===== src/rtl/rf_access_arbiter.sv =====
// rtl/rf_access_arbiter.sv - two-requester round-robin register-file access arbiter
//
// Purpose: serialises register-file accesses from a core (A) and a debug (B)
// requester. Each transaction takes three cycles: IDLE (capture), ACCESS
// (register-file strobe and grant) and RESP (response pulse). At most one
// transaction is in flight.
//
// Ports:
//   clk, rst                      clock, synchronous active-high reset
//   a_/b_valid, a_/b_we           request pending, 1 = write / 0 = read
//   a_/b_addr1, a_/b_addr2        write or first read address, second read address
//   a_/b_wdata                    write data
//   a_/b_gnt                      grant pulse (ACCESS cycle)
//   a_/b_rsp_valid                response pulse (RESP cycle)
//   rsp_rd1, rsp_rd2              response read data, shared, held outside RESP
//   rf_we, rf_re                  register-file write / read enables
//   rf_waddr, rf_raddr            port 1 / write address, port 2 address
//   rf_wdata                      register-file write data
//   rf_rd1, rf_rd2                register-file read data
//
// Configuration macro: RF_ARB_X0_GUARD_EN - when defined, address 0 behaves as
// a hardwired zero register (writes suppressed, reads return 0).
module rf_access_arbiter #(
    parameter int DW = 32,
    parameter int AW = 5
) (
    input  logic          clk,
    input  logic          rst,
    input  logic          a_valid,
    input  logic          a_we,
    input  logic [AW-1:0] a_addr1,
    input  logic [AW-1:0] a_addr2,
    input  logic [DW-1:0] a_wdata,
    input  logic          b_valid,
    input  logic          b_we,
    input  logic [AW-1:0] b_addr1,
    input  logic [AW-1:0] b_addr2,
    input  logic [DW-1:0] b_wdata,
    output logic          a_gnt,
    output logic          b_gnt,
    output logic          a_rsp_valid,
    output logic          b_rsp_valid,
    output logic [DW-1:0] rsp_rd1,
    output logic [DW-1:0] rsp_rd2,
    output logic          rf_we,
    output logic          rf_re,
    output logic [AW-1:0] rf_waddr,
    output logic [AW-1:0] rf_raddr,
    output logic [DW-1:0] rf_wdata,
    input  logic [DW-1:0] rf_rd1,
    input  logic [DW-1:0] rf_rd2
);

`ifdef RF_ARB_X0_GUARD_EN
    localparam bit X0_GUARD = 1'b1;
`else
    localparam bit X0_GUARD = 1'b0;
`endif

    typedef enum logic [1:0] {
        IDLE   = 2'd0,
        ACCESS = 2'd1,
        RESP   = 2'd2
    } state_t;

    state_t        state_q, state_d;
    logic          win_q, win_d;      // 0 = A owns the transaction, 1 = B
    logic          ptr_q, ptr_d;      // round-robin preference on a tie, 0 = A
    logic          we_q, we_d;
    logic [AW-1:0] addr1_q, addr1_d;
    logic [AW-1:0] addr2_q, addr2_d;
    logic [DW-1:0] wdata_q, wdata_d;
    logic [DW-1:0] rd1_q, rd1_d;
    logic [DW-1:0] rd2_q, rd2_d;

    logic in_access;
    logic in_resp;

    always_comb begin
        state_d = state_q;
        win_d   = win_q;
        ptr_d   = ptr_q;
        we_d    = we_q;
        addr1_d = addr1_q;
        addr2_d = addr2_q;
        wdata_d = wdata_q;
        rd1_d   = rd1_q;
        rd2_d   = rd2_q;
        case (state_q)
            IDLE: begin
                if (a_valid || b_valid) begin
                    // On a tie the pointer picks the winner and then moves to
                    // the loser; a lone requester leaves the pointer alone.
                    if (a_valid && b_valid) begin
                        win_d = ptr_q;
                        ptr_d = ~ptr_q;
                    end else begin
                        win_d = b_valid;
                    end
                    we_d    = win_d ? b_we    : a_we;
                    addr1_d = win_d ? b_addr1 : a_addr1;
                    addr2_d = win_d ? b_addr2 : a_addr2;
                    wdata_d = win_d ? b_wdata : a_wdata;
                    state_d = ACCESS;
                end
            end
            ACCESS: begin
                // Read data is captured here so it stays stable for the whole
                // RESP cycle and afterwards, independent of the register file.
                if (we_q) begin
                    rd1_d = '0;
                    rd2_d = '0;
                end else begin
                    rd1_d = (X0_GUARD && (addr1_q == '0)) ? '0 : rf_rd1;
                    rd2_d = (X0_GUARD && (addr2_q == '0)) ? '0 : rf_rd2;
                end
                state_d = RESP;
            end
            RESP:    state_d = IDLE;
            default: state_d = IDLE;
        endcase
    end

    always_ff @(posedge clk) begin
        if (rst) begin
            state_q <= IDLE;
            win_q   <= 1'b0;
            ptr_q   <= 1'b0;
            we_q    <= 1'b0;
            addr1_q <= '0;
            addr2_q <= '0;
            wdata_q <= '0;
            rd1_q   <= '0;
            rd2_q   <= '0;
        end else begin
            state_q <= state_d;
            win_q   <= win_d;
            ptr_q   <= ptr_d;
            we_q    <= we_d;
            addr1_q <= addr1_d;
            addr2_q <= addr2_d;
            wdata_q <= wdata_d;
            rd1_q   <= rd1_d;
            rd2_q   <= rd2_d;
        end
    end

    // All strobes decode from registered state only, so nothing toggles
    // combinationally with the requester inputs.
    assign in_access   = (state_q == ACCESS);
    assign in_resp     = (state_q == RESP);
    assign a_gnt       = in_access && !win_q;
    assign b_gnt       = in_access &&  win_q;
    assign a_rsp_valid = in_resp   && !win_q;
    assign b_rsp_valid = in_resp   &&  win_q;
    assign rf_we       = in_access &&  we_q && !(X0_GUARD && (addr1_q == '0));
    assign rf_re       = in_access && !we_q;
    assign rf_waddr    = in_access ? addr1_q : '0;
    assign rf_raddr    = (in_access && !we_q) ? addr2_q : '0;
    assign rf_wdata    = (in_access &&  we_q) ? wdata_q : '0;
    assign rsp_rd1     = rd1_q;
    assign rsp_rd2     = rd2_q;

endmodule

===== config.mk =====
export PLATFORM = sky130hd
export DESIGN_NAME = rf_access_arbiter
export DESIGN_NICKNAME = d
export VERILOG_FILES = /design/src/rtl/rf_access_arbiter.sv
export SDC_FILE = /design/constraint.sdc
export NUM_CORES = 1
export LEC_CHECK = 0
export BUFFER_PORTS_ARGS = -buffer_cell sky130_fd_sc_hd__buf_4
export CAP_MARGIN = 15
export CORE_UTILIZATION = 46
export CTS_CLUSTER_SIZE = 14
export DETAILED_ROUTE_END_ITERATION = 10
export HOLD_SLACK_MARGIN = 0.1
export PLACE_DENSITY = 0.79
export SYNTH_ARGS = -nofsm -noshare
export SYNTH_HDL_FRONTEND = slang
export SYNTH_SLANG_ARGS = --single-unit

===== constraint.sdc =====
create_clock -name clk -period 1.61 [get_ports clk]
set_input_delay 0.161 -clock clk [delete_from_list [all_inputs] [get_ports clk]]
set_output_delay 0.161 -clock clk [all_outputs]
set_load 0.005 [all_outputs]

==> results of run 1 <==
layout by cell type, fill, tap and decap left out, types with 2 or more instances in the layout:
cell type | netlist | layout
a21oi_1 | 108 | 108
a311oi_1 | 4 | 4
a311oi_2 | 39 | 39
and2_1 | 12 | 12
and2_4 | 1 | 2
and3_1 | 32 | 18
and3_4 | 0 | 14
buf_12 | 0 | 11
buf_4 | 2 | 268
buf_6 | 6 | 15
bufbuf_16 | 0 | 2
clkbuf_16 | 0 | 11
dfxtp_1 | 111 | 108
dfxtp_4 | 0 | 3
dlygate4sd3_1 | 0 | 53
inv_6 | 0 | 3
nand2_1 | 64 | 64
nand3_1 | 44 | 44
nand3b_1 | 64 | 64
nor2_1 | 4 | 2
nor2_4 | 0 | 2
o21ai_0 | 43 | 43
state kept, by name, indices dropped and copies added (netlist names):
register / flops
wdata_q: 32
addr1_q: 5
ptr_q: 1
we_q: 1
win_q: 1
state_q: 2
addr2_q: 5
rsp_rd1: 32
rsp_rd2: 32
tightest hold or removal path: stages:
cell and delay [ns]:
buf_4 0.11, nand3_1 0.06, a311oi_1 0.08
path summary, 6_finish.rpt:
path | startpoint | endpoint | slack, ns | cells after the start
setup / recovery | state_q[0] | rf_wdata[26] | -0.01 | 5
hold / removal | b_wdata[14] | wdata_q[14] | 0.11 | 3
setup reg to reg | state_q[0] | rsp_rd2[26] | 0.17 | 7
hold reg to reg | rsp_rd1[14] | rsp_rd1[14] | 0.46 | 2
power by group:
part | switching (mW) | internal [mW] | leakage [nW] | total [mW]
registers | 0.154 | 2.98 | 0.914 | 3.13
clock network | 1.04 | 1.22 | 0.147 | 2.26
logic | 0.905 | 1.03 | 2.56 | 1.94
total | 2.10 | 5.23 | 3.62 | 7.32
synth_stat cells, drive strengths merged:
master and n:
buf 20, and2b 1, nor3b 1, dfxtp 111, and2 13, nor2b 2
and3b 1, a311oi 43, a21oi 108, xnor2 1, nand2b 2, inv 1
nand3b 64, nor2 5, o21ai 43, a21bo 1, and3 32, nand2 64
clkbuf 52, nor4bb 1, or2 1, nand3 44
kinds of logic (layout without fill, tap and decap cells):
logic type | count (synthesis) | after routing
DFF | 111 | 111
buffers and inverters | 73 | 369
xor gates and xnor gates | 1 | 1
and+or+nand+nor | 231 | 232
AOI/OAI and AO/OA | 195 | 195
per-layer routing:
metal	share of wire, %	global-route usage, %	vias to the layer above
met5	0	0	-
met4	3.4	15.9	0
met3	9.1	6.81	44
met2	49	54.0	321
met1	38	34.7	2809
li1	-	-	2800
layout make-up:
| cell class | count | area (µm²) | area share (%) |
|---|---|---|---|
| Inverter | 1 | 3.75 | 0.0436 |
| Timing Repair Buffer | 352 | 3070 | 35.7 |
| Clock buffer | 9 | 225 | 2.62 |
| Sequential cell | 111 | 2230 | 26.0 |
| Multi-Input combinational cell | 428 | 2820 | 32.7 |
| Clock inverter | 7 | 77.6 | 0.902 |
| Tap cell | 140 | 175 | 2.04 |
repair_timing:
action                                  CTS  global route
gates cloned                              3             4
buffers inserted                          5             3
gates resized for setup                  13            26
hold buffers                             53             0
endpoints found under the setup margin   46            83
endpoints found under the hold margin    53             0
pin swaps                                 2             4
==> metrics.md, run 1 <==
| Metric | Value |
|---|---|
| Cell Pwr Density | `851 mW/mm²` |
| Core Footprint | `0.0110 mm²` |
| Max stage delay on crit path | `0.36 ns` |
| Mapped Area | `0.00527 mm²` |
| Hold Crit Class | `in -> reg` |
| Initial antenna violation count | `0` |
| Final worst setup slack | `-0.0116 ns` |
| DRT iter0 DRCs | `slightly below 500` |
| ANT nets after route | `0` |
| Mux cell area share after synthesis | `0%` |
| DP Worst Slack | `between 0.05 and 0.06 ns` |
| Crit path max-delay family | `buffers and inverters` |
| Design area | `0.00860 mm²` |
| VDD IR max | `0.000586 V` |
| Largest family of logic cells by synthesized area | `compound AO/OA/AOI/OAI gates` |
| Post-Syn Area per Cell | `8.62 µm²` |
| Register area share after synthesis | `42.2%` |
| Fin. Hold Viols | `0` |
| CTS tree | `done` |
| Setup TNS | `-0.0300 ns` |
| Worst clock skew | `0.00862 ns` |
| Cell taking the most area after synthesis | `dfxtp_1` |
| Die Y | `109 µm` |
| Area contributors post-synth | `dfxtp_1 (42%), a311oi_2 (11%), a21oi_1 (10%)` |
| Placed Area | `between 0.007 and 0.008 mm²` |
| Clock Latency Late Sink | `0.35 ns` |
| First-pass GRT wire length | `28400 µm` |
| Vias | `5974` |
| H-tree levels | `3` |
| Crit path max fanout | `6` |
| Post-synthesis xor/xnor area fraction | `0.166%` |
| Share of cells above drive strength 1 | `41.7%` |
| Number of nets in the layout | `1057` |
| Clk pin slew, worst setup/hold paths | `0.07 ns` |
| Hold_ws | `0.109 ns` |
| Post-synthesis net count | `~770` |
| Adder-cell share of the synthesized area | `0%` |
| CTS Sinks | `111` |
| Worst-path cell chain | `nor2b_4 > buf_12 > clkbuf_16 > and3_4 > buf_6` |
| # DRC | `0` |
| Maxcap violations | `0` |
| I/O pins | `266` |
| CP Capture Type | `primary output` |
| Vias in the first global route | `5806` |
| GRT Total Usage | `30.8%` |
| Num rows | `38` |
| Placed instance count | `964` |
| Ant. Diodes | `0` |
| Unrepaired setup endpoints after global routing | `yes` |
| Run status | `complete, but fails checks` |
| Die width | `109 µm` |
| Post-synth top area share | `42.2%` |
| Crit path launch type | `flip-flop` |
| Max Root-Sink Buffers | `2` |
| YS warnings | `0` |
| Crit path DAT | `1.46 ns` |
| Finish-stage setup viols | `7` |
| Filler-free cell count of the finished design | `1048` |
| Wirelength, routed | `19200 µm` |
| Gr ovfl total | `0` |
| Final core utilization | `78.3%` |
| Yosys reg bits | `about 110` |
| Drt via density | `5.70` |
| Area delta synth->final | `63.3%` |
| Leak | `3.62 nW` |
| Largest net degree at the start of global routing | `56` |
| Max Clk Rate | `617 MHz` |
| First-pass detailed-route iteration total | `5` |
| Fillers | `692` |
| Max_slew headroom | `72.7%` |
| DP HPWL | `11700 µm` |
| Critical path class | `reg -> out` |
| DIE AREA | `0.0119 mm²` |
| Fin crit share | `101%` |
| Fin crit period | `1.62 ns` |
| Port bufs | `approximately 270` |
| Violated checks | `negative setup slack` |
| WL per Instance | `about 18 µm` |
| Slew Limit Fails | `0` |
| Final Total Pwr | `7.32 mW` |
| Worst Max-Slew Pin Slew | `0.410 ns` |
| Synth Area in Compound Gates | `26.3%` |
| Buf/Inv on CP | `3` |
| Post-synth cell types | `28` |
| CTS buffer count | `9` |
| Simple-gate share of the synthesized area | `roughly a quarter` |
| GPL Wtd Cong | `0.815` |
| Worst EP required | `1.45 ns` |
| Synth Instances | `~610` |
| Initial Utilization | `between 40% and 50%` |
| CP max-delay cell | `dfxtp_4` |
| CTS Root Cell | `clkbuf_16` |
Power figures use the tool's default switching activity.
==> run 2, diff against run 1 <==
--- a/config.mk
+++ b/config.mk
@@ -12,6 +12,7 @@
 export DETAILED_ROUTE_END_ITERATION = 10
 export HOLD_SLACK_MARGIN = 0.1
 export PLACE_DENSITY = 0.79
+export REMOVE_ABC_BUFFERS = 1
 export SYNTH_ARGS = -nofsm -noshare
 export SYNTH_HDL_FRONTEND = slang
 export SYNTH_SLANG_ARGS = --single-unit
==> run 2 against run 1 <==
Effect of this change:
- the flow now finishes without violations
- worst setup slack improved by 0.020 ns
- register-to-register slack got worse by 0.04 ns
- non-clock buffer count decreased by 18
- sequential power about the same
- power decreased by 2.5%
- first-iteration DRC count increased by 5.0%
- worst hold slack got worse by 0.0020 ns
- critical path depth unchanged
- global-route usage decreased by 2.2 points
- utilization decreased by 3.4 points
- largest cell class unchanged
- highest routed layer unchanged
==> metrics.md, run 2 (synthesis gave the netlist of run 1 again) <==
| Metric | Value |
|---|---|
| H-tree levels | `3` |
| Worst EP required | `1.45 ns` |
| Vias in the first global route | `~5500` |
| Crit path launch type | `flip-flop` |
| Commonest non-fill, non-tap cell in the layout | `buf_4` |
| Largest net degree at the start of global routing | `67` |
| Port bufs | `265` |
| Number of nets in the layout | `1039` |
| Gr ovfl total | `0` |
| Cell Pwr Density | `868 mW/mm²` |
| Wirelength, routed | `18300 µm` |
| Clock Latency Late Sink | `0.34 ns` |
| Hold Path Depth | `3` |
| Ant. Diodes | `0` |
| # DRC | `0` |
| I/O pins | `around 270` |
| Num rows | `38` |
| Initial Utilization | `48.0%` |
| Reg2reg path depth | `5` |
| Unrepaired setup endpoints after global routing | `yes` |
| CTS buffer count | `9` |
| Worst Min Path Start | `rf_rd2[0]` |
| Hold_ws | `0.107 ns` |
| Cell mode on critical path | `buf_4` |
| GRT Total Usage | `approximately 29%` |
| Fillers | `784` |
| Reg2reg end | `wdata_q[15]` |
| Initial antenna violation count | `0` |
| Crit path max fanout | `7` |
| Leak | `approximately 3.5 nW` |
| GPL Wtd Cong | `0.861` |
| Core Footprint | `0.0110 mm²` |
| Crit path max-delay family | `buffers and inverters` |
| Worst-path cell chain | `nor2b_4 > buf_4 > clkbuf_16 > and3_1 > buf_4` |
| Area delta synth->final | `56.3%` |
| Fin crit period | `1.60 ns` |
| CTS Root Cell | `clkbuf_16` |
| Reg-to-reg slack, setup | `between 0.1 and 0.15 ns` |
| CTS tree | `done` |
| Hold Crit Class | `in -> reg` |
| Most frequent cells in the layout | `buf_4 (282), a21oi_1 (108), dfxtp_1 (108)` |
| CP Capture Type | `primary output` |
| Max_slew headroom | `66.1%` |
| Run status | `complete, no violations` |
| Fin. Hold Viols | `0` |
| VDD IR max | `0.000561 V` |
| DIE AREA | `0.0119 mm²` |
| Worst Max-Slew Pin Slew | `0.508 ns` |
| Fin crit share | `99.5%` |
| Vias | `between 5000 and 6000` |
| Crit path DAT | `between 1 and 1.5 ns` |
| Share of cells above drive strength 1 | `40.3%` |
| DRT iter0 DRCs | `a little over 500` |
| Die width | `109 µm` |
| Max Root-Sink Buffers | `2` |
| DP HPWL | `11500 µm` |
| Max stage delay on crit path | `between 0.3 and 0.4 ns` |
| Die Y | `109 µm` |
| Maxcap violations | `0` |
| CTS Sinks | `111` |
| Worst clock skew | `0.00963 ns` |
| Filler-free cell count of the finished design | `1030` |
| First-pass detailed-route iteration total | `6` |
| Clk pin slew, worst setup/hold paths | `about 0.080 ns` |
| Critical path class | `reg -> out` |
| ANT nets after route | `0` |
| Placed instance count | `964` |
| Slew Limit Fails | `0` |
| Max Clk Rate | `approximately 620 MHz` |
| CP max-delay cell | `dfxtp_4` |
| Finish-stage setup viols | `0` |
| Worst hold endpoint | `rsp_rd2[0]` |
| WL per Instance | `17.8 µm` |
| Reg2reg start | `state_q[0]` |
| First-pass GRT wire length | `26700 µm` |
| Drt via density | `5.61` |
| Buf/Inv on CP | `3` |
## run 2: cell types whose count changed in the layout (fill, tap and decap cells not counted), sizes merged
cell,previous run,this run
buf,295,291
clkinvlp,1,0
bufinv,1,0
dlygate4sd3,53,40
clkinv,2,3
## run 2: worst register-to-register path, delay by kind of cell (launching register included)
kind                   cells  cell delay, ns
flip-flops                 1            0.35
buffers and inverters      2            0.47
AO/OA/AOI/OAI              2            0.45
AND/OR/NAND/NOR            1            0.13
## run 2: area by class of cell
class / instances / area [µm²] / share of cell area, %
Clock buffer: 10 / 239 / 2.90
Tap cell: 140 / 175 / 2.13
Clock inverter: 6 / 62.6 / 0.760
Timing Repair Buffer: 334 / 2780 / 33.8
Multi-Input combinational cell: 428 / 2740 / 33.3
Sequential cell: 111 / 2230 / 27.1
Inverter: 1 / 3.75 / 0.0456
## run 2: metal layers
metal / up-vias / global-route usage [%] / routed length [µm]
li1: 2754 / - / -
met1: 2699 / 34.2 / 7210
met2: 300 / 50.6 / 9220
met3: 30 / 6.10 / 1490
met4: 0 / 9.36 / 373
met5: - / 0 / 0
## run 2: worst max-delay path by stage
stage | to | start | cells past startpoint | slack, ns
after floorplan | rf_wdata[0] | state_q[0] | 2 | -2.25
after global placement | wdata_q[9] | state_q[1] | 3 | 0.15
after detailed placement | wdata_q[15] | state_q[1] | 3 | 0.09
after CTS | rf_wdata[10] | state_q[1] | 5 | 0.006
after global routing | rf_wdata[30] | state_q[1] | 5 | -0.05
final | rf_wdata[19] | state_q[0] | 5 | 0.009
## run 2: power breakdown
part	leakage (nW)	total, mW	internal, mW	switching (mW)
Sequential	0.913	3.11	2.98	0.135
Combinational	2.47	1.82	0.945	0.878
Clock	0.148	2.21	1.14	1.07
## run 2: what timing repair did
| action | in CTS | in global routing |
|---|---|---|
| cloned | 2 | 3 |
| buffers inserted | 4 | 1 |
| pin swaps | 0 | 1 |
| endpoints found under the setup margin | 46 | 82 |
| gates resized for setup | 6 | 2 |
| hold buffers | 38 | 2 |
| endpoints found under the hold margin | 38 | 2 |
## run 2: stage by stage
stage | setup WS [ns] | setup TNS (ns) | cell area, µm² | utilization (%) | total power [mW]
after global placement | 0.152 | 0 | 7360 | 67.0 | 4.73
after detailed placement | 0.0946 | 0 | 7360 | 67.0 | 4.79
after floorplan | -2.25 | -252.89 | 4930 | - | 3.90
after CTS | 0.00598 | 0 | 8160 | 74.3 | 7.11
after global routing | -0.0505 | -1.16 | 8230 | 75.0 | 7.46
final | 0.00877 | 0 | 8230 | 75.0 | 7.14
